### src/rtl/mux_scan_sequencer.sv
// -----------------------------------------------------------------------------
// mux_scan_sequencer
//
// Steps a downstream 4:1 mux through the enabled channels of a mask, waits a
// programmable number of settle cycles after each select change, captures the
// mux output and offers it to a consumer with a valid/ready handshake.
//
// Ports
//   clk       : single clock, rising-edge active
//   rst_n     : asynchronous active-low reset
//   start     : single-cycle pulse, begins a scan from the lowest enabled channel
//   stop      : single-cycle pulse, ends the scan after the current capture
//   mask[3:0] : per-channel enable (bit i enables channel i)
//   dwell[3:0]: settle cycles before capture (0..15)
//   mux_y[3:0]: data returned by the downstream mux for the current sel
//   sel[1:0]  : select code driven to the mux
//   data_out  : captured channel data
//   chan_out  : channel index of data_out
//   valid     : data_out/chan_out valid
//   ready     : consumer accepts when valid && ready
//   busy      : high whenever a scan is in progress (SETTLE or HOLD)
// -----------------------------------------------------------------------------
module mux_scan_sequencer #(
  parameter int DATA_W = 4
) (
  input  logic              clk,
  input  logic              rst_n,
  input  logic              start,
  input  logic              stop,
  input  logic [3:0]        mask,
  input  logic [3:0]        dwell,
  input  logic [DATA_W-1:0] mux_y,
  output logic [1:0]        sel,
  output logic [DATA_W-1:0] data_out,
  output logic [1:0]        chan_out,
  output logic              valid,
  input  logic              ready,
  output logic              busy
);

  localparam logic [1:0] IDLE   = 2'b00;
  localparam logic [1:0] SETTLE = 2'b01;
  localparam logic [1:0] HOLD   = 2'b10;

  logic [1:0] state;
  logic [3:0] cnt;
  logic       stop_pend;

  // First enabled channel found searching upward from 'from', wrapping 3->0.
  // Searching from cur+1 gives "next above current"; with a single enabled
  // channel the search wraps back onto that same channel.
  function automatic logic [1:0] first_enabled(input logic [3:0] m,
                                               input logic [1:0] from);
    logic [1:0] idx;
    logic [1:0] res;
    logic       found;
    res   = from;
    found = 1'b0;
    for (int i = 0; i < 4; i++) begin
      idx = from + 2'(i);
      if (!found && m[idx]) begin
        res   = idx;
        found = 1'b1;
      end
    end
    return res;
  endfunction

  assign busy = (state != IDLE);

  always_ff @(posedge clk or negedge rst_n) begin
    if (!rst_n) begin
      state     <= IDLE;
      sel       <= 2'b00;
      data_out  <= '0;
      chan_out  <= 2'b00;
      valid     <= 1'b0;
      cnt       <= 4'd0;
      stop_pend <= 1'b0;
    end else begin
      case (state)
        IDLE: begin
          // A start colliding with stop, or with nothing enabled, is dropped.
          if (start && !stop && (mask != 4'b0000)) begin
            sel   <= first_enabled(mask, 2'd0);
            cnt   <= dwell;
            state <= SETTLE;
          end
        end

        // Settle: count down dwell, then capture on the zero cycle
        SETTLE: begin
          if (stop) stop_pend <= 1'b1;
          if (cnt != 4'd0) begin
            cnt <= cnt - 4'd1;
          end else begin
            data_out <= mux_y;
            chan_out <= sel;
            valid    <= 1'b1;
            state    <= HOLD;
          end
        end

        // Hold: outputs frozen until the consumer takes the sample
        HOLD: begin
          if (valid && ready) begin
            valid <= 1'b0;
            // A stop arriving on the handshake cycle itself counts as pending.
            // mask and dwell are sampled here, at the advance, and nowhere else
            // during a scan.
            if (stop_pend || stop || (mask == 4'b0000)) begin
              state     <= IDLE;
              stop_pend <= 1'b0;
            end else begin
              sel   <= first_enabled(mask, sel + 2'd1);
              cnt   <= dwell;
              state <= SETTLE;
            end
          end else if (stop) begin
            stop_pend <= 1'b1;
          end
        end

        default: begin
          state <= IDLE;
        end
      endcase
    end
  end

endmodule

### config.mk
export PLATFORM = sky130hd
export DESIGN_NAME = mux_scan_sequencer
export DESIGN_NICKNAME = d
export VERILOG_FILES = /design/src/rtl/mux_scan_sequencer.sv
export SDC_FILE = /design/constraint.sdc
export NUM_CORES = 1
export LEC_CHECK = 0
export CORE_MARGIN = 2
export CORE_UTILIZATION = 45
export CTS_CLUSTER_DIAMETER = 80
export DETAILED_ROUTE_END_ITERATION = 6
export GPL_TIMING_DRIVEN = 0
export PLACE_DENSITY = 0.74
export SLEW_MARGIN = 20
export SYNTH_ARGS = -nofsm -noshare
export SYNTH_HDL_FRONTEND = slang
export SYNTH_SLANG_ARGS = --single-unit
### constraint.sdc
create_clock -name clk -period 2.7 [get_ports clk]
set_input_delay 0.27 -clock clk [delete_from_list [all_inputs] [get_ports clk]]
set_output_delay 0.27 -clock clk [all_outputs]
set_load 0.005 [all_outputs]
Word-level counts from Yosys, hierarchy flattened

Index checks and enable logic that the tools add are counted.

Register bits after elaboration: 16
Input bits: 17
Output and inout bits: 10

Add/sub/neg operators: 5
Magnitude comparators: 4
Equal/unequal tests: 8
Multiplexer cells: 56
Bitwise operators: 1
Reduce and logical (&&, ||, !) cells: 32

Operators with widths:

| kind                | number |
|---|---|
| $mux 1              | 32 |
| $mux 2              | 11 |
| $mux 4              | 4 |
| $lt 2x3->1 const B  | 4 |
| $pmux 4 s3          | 1 |
| $ne 2x2->1 const B  | 5 |
| $logic_and 1x1->1   | 9 |
| $bmux 1 s2          | 4 |
| $reduce_bool 4->1   | 2 |
| $logic_not 1->1     | 7 |
| $pmux 2 s3          | 1 |
| $reduce_and 3->1    | 2 |
| $reduce_bool 2->1   | 3 |
| $reduce_and 5->1    | 1 |
| $add 2x1->2 const B | 2 |
| $add 2x2->2 const B | 2 |
| $logic_not 4->1     | 1 |
| $pmux 1 s2          | 2 |
| $pmux 2 s2          | 1 |
| $reduce_and 2->1    | 2 |
| $reduce_and 4->1    | 1 |
| $sub 4x1->4 const B | 1 |
| $ne 3x3->1 const B  | 1 |
| $reduce_bool 3->1   | 1 |
| 5 further kinds     | 6 |

Longest topological paths before layout

Depth after elaboration: 25
Mapped depth: 7
Mapped depth without buffers: 6

Worst setup path before layout

OpenSTA, ideal clock, no wires.

Kind: register -> register
Start: register cnt[0]
End: register chan_out[0]
Setup time: 0.125 ns
Arrival time: 1.566 ns
Required time: 2.575 ns
Slack: 1.009 ns
Cell stages (with the launch flop): 6
Buffers on the path: 0
Cell sequence: dfrtp_1 -> inv_1 -> ha_1 -> nor3b_1 -> nand2_1 -> mux2_2

Word-level cells in the longest chain between the ends: 3

Ends and longest elaborated chain:

| item                       | RTL line | RTL |
|---|---|---|
| start: declaration         | 46       | `logic [3:0] cnt;` |
| start signal: assignment   | 86       | `cnt <= dwell;` |
| start signal: assignment   | 95       | `cnt <= cnt - 4'd1;` |
| start signal: assignment   | 116      | `cnt <= dwell;` |
| $reduce_bool 4->1          | 94       | `if (cnt != 4'd0) begin` |
| $not 1->1 (no line)        | --       |  |
| $reduce_and 2->1 (no line) | --       |  |
| end signal: assignment     | 98       | `chan_out <= sel;` |
| end: declaration           | 35       | `output logic [1:0] chan_out,` |

No other way between the ends.
A chain may end at the register's enable or synchronous reset.

Worst setup path after layout

Ends and elaborated chain as after synthesis.

==> impl_metrics.yaml <==
yosys:
  yosysSeqAreaShare_pct: 44.3
  yosys.area.top_type_share_pct: 44.3
  synth_most_common_cell: "dfrtp_1"
  synthesis.nets: 108
  synth_edf_count: 0
  yosysUniqueCellTypes: 36
  synthTopCellsByArea: "dfrtp_1 44%, mux2_2 7.5%, a21oi_1 4.4%"
  ys.flop_type: "dfrtp_1"
  synth_area_um2: 905
  yosysWarningCount: 0
  syn_inst: 90
  synth_area_per_cell_um2: 10.1
  yosys-top-cells-count: "16 x dfrtp_1, 8 x a21oi_1, 8 x inv_1, 7 x o21ai_0"
  synth_top_area_cell: "dfrtp_1"
  synth-seq-cells: 16
  async_flop_share_pct: 100
floorplanning:
  die_h_um: 48.8
  die_w_um: 48.8
  io_pins: 27
  start_util_pct: 47.1
  dieArea_mm2: 0.00238
  core_area_mm2: 0.00192
  rows: 16
grt:
  grt_use_met2_pct: 31.5
  antenna_found_initial: 0
  grt_use_total_pct: 18.6
  grtUsageMet1_pct: 21.9
  grt_use_met3_pct: 6.44
  grt_max_degree: 17
  busiest_layer: "met2"
  grt_remaining_overflow: 0
  grt_pass1_wl_mm: 3.46
  grt_pass1_vias: 817
pwr:
  power.density_cell_area_mw_per_mm2: 958
  p_sw_share_pct: 34.1
  seqPwrFrac_pct: 38.6
  ir_worst_vdd_v: 0.000597
  p_leak_nw: 0.523
  power_frac_clock_pct: 13.0
  pwr-share-comb_pct: 48.4
  internal-power_mw: 0.779
  power.switching_mw: 0.403
sta:
  period_share_pct: 76.9
  setup-violations-final: 0
  fin_ws_ns: 0.625
  worstMarginPinSlew_ns: 0.692
  fmax_mhz: 482
  period_needed_ns: 2.08
  tns_ns: 0
  fin_skew_ns: 0.000739
  finalHoldViolCount: 0
  max_slew_margin_pct: 53.7
  rsz0062_at_grt: "false"
  slew_viol_final: 0
worst_setup_path:
  cp-startpoint: "cnt[0]"
  crit_path_end_kind: "flip-flop"
  max_stage_delay_ns: 0.55
  crit_family: "simple AND/OR/NAND/NOR gates"
  arrival_ns: 2.25
  critPathSlowestCell: "nor3b_1"
  critPathKind: "reg -> reg"
  cp_cell_sequence: "inv_1 > ha_1 > nor3b_1 > nand2_1 > mux2_2"
  cp.required_ns: 2.87
  r2r_start: "cnt[0]"
  crit_buf_inv: 1
  cp-start-kind: "flip-flop"
  worst-path-max-fanout: 8
drt:
  vias: 790
  drt-pass1-iter-count: 4
  drt_wl_total_mm: 1.90
  drc: 0
  wl_per_cell_um: 12.9
  ant_nets: 0
  drt_iter0_markers: 9
  avgViaCountPerCell: 5.37
finish:
  seqCellArea_um2: 400
  syn2layout_area_growth_pct: 36.5
  n_fill_cell: 159
  antenna_cells: 0
  nets: 139
  multi_input_area_um2: 455
  drive_gt1_share_pct: 15.8
clocking:
  cts.clk_slew.worst_paths_ns: 0.09
  root_buffer: "clkbuf_4"
  cts_setup_buffers: 0
  htreeDepth: 1
  clockBufferDepth: 2
  cts_made_buffers: 3
  cts_tree: "yes"
  cts.sinks: 16
  holdBufCountCts: 0
  cts_resized: 0
  clk_latency_ns: 0.28
flow_run:
  drv_cap: 0
placement:
  numPortBuffers: 26
  pre_cts_slack_ns: 0.626
  gp_congestion: 0.765
  dp_hpwl_mm: 1.45
worst_hold_path:
  hp-class: "in -> async"
status:
  status: "finished clean"
==> cell families (layout without fill, tap and decap cells) <==
family	count (synthesis)	count (layout)	synth area share, %
DFF	16	16	44.3
AOI/OAI and AO/OA	31	31	23.4
and+or+nand+nor	24	24	16.2
buffers and inverters	10	40	5.39
muxes	6	6	7.47
adders and majority gates	1	1	1.38
xor gates and xnor gates	2	2	1.94
==> state kept, by name, summed over array words and instances (netlist names) <==
| name | count |
|---|---|
| sel | 2 |
| valid | 1 |
| state | 2 |
| data_out | 4 |
| stop_pend | 1 |
| chan_out | 2 |
| cnt | 4 |
==> through the flow <==
step / total power, mW / hold WS [ns] / util, % / area (µm²) / cells
global placement: 1.01 / 0.488 / 62.4 / 1200 / 143
detailed placement: 1.03 / 0.493 / 62.4 / 1200 / 143
floorplan: 0.782 / -0.0256 / - / 905 / 90
finish: 1.18 / 0.400 / 64.3 / 1230 / 147
CTS: 1.19 / 0.428 / 64.3 / 1230 / 147
global route: 1.29 / 0.436 / 64.3 / 1230 / 147
==> power groups by stage <==
stage / logic (mW) / clock network, mW / registers (mW)
3_5_place_dp: 0.573 / 0 / 0.460
5_1_grt: 0.640 / 0.174 / 0.471
4_1_cts: 0.578 / 0.162 / 0.454
3_3_place_gp: 0.555 / 0 / 0.454
2_1_floorplan: 0.341 / 0 / 0.441
6_report: 0.573 / 0.153 / 0.456
==> per-layer routing <==
metal,up-vias,part of all wire (%)
met1,376,45
li1,385,-
met5,-,0
met4,0,0.69
met2,27,49
met3,2,6.1
==> cells in the final DEF, fill, tap and decap left out, drive strengths merged, types with 2 or more instances in the layout <==
cell type	netlist	layout
inv	8	8
o22a	2	2
a21oi	8	8
dfrtp	16	16
o21ai	8	8
buf	2	2
nor2	3	3
nand2	6	6
nor3	3	3
clkbuf	0	4
a2111oi	2	2
clkdlybuf4s50	0	26
mux2	6	6
nand2b	3	3
o22ai	3	3
==> area by class of cell <==
type	count	area share [%]
Tap cell	27	2.74
Sequential cell	16	32.4
Inverter	8	2.43
Multi-Input combinational cell	64	36.9
Timing Repair Buffer	26	21.1
Clock buffer	4	2.94
Buffer	2	1.52
==> worst paths after layout <==
path                                    end  slack [ns]  depth (start not counted)
worst min-delay path            chan_out[0]        0.40                          1
worst max register to register  chan_out[0]        0.62                          5
worst max-delay path            chan_out[0]        0.62                          5
min in group clk                data_out[2]        0.51                          1
worst min register to register  data_out[2]        0.51                          1
max in group asynchronous            cnt[2]        1.86                          1
No activity file was read; power rests on OpenSTA's default activity.
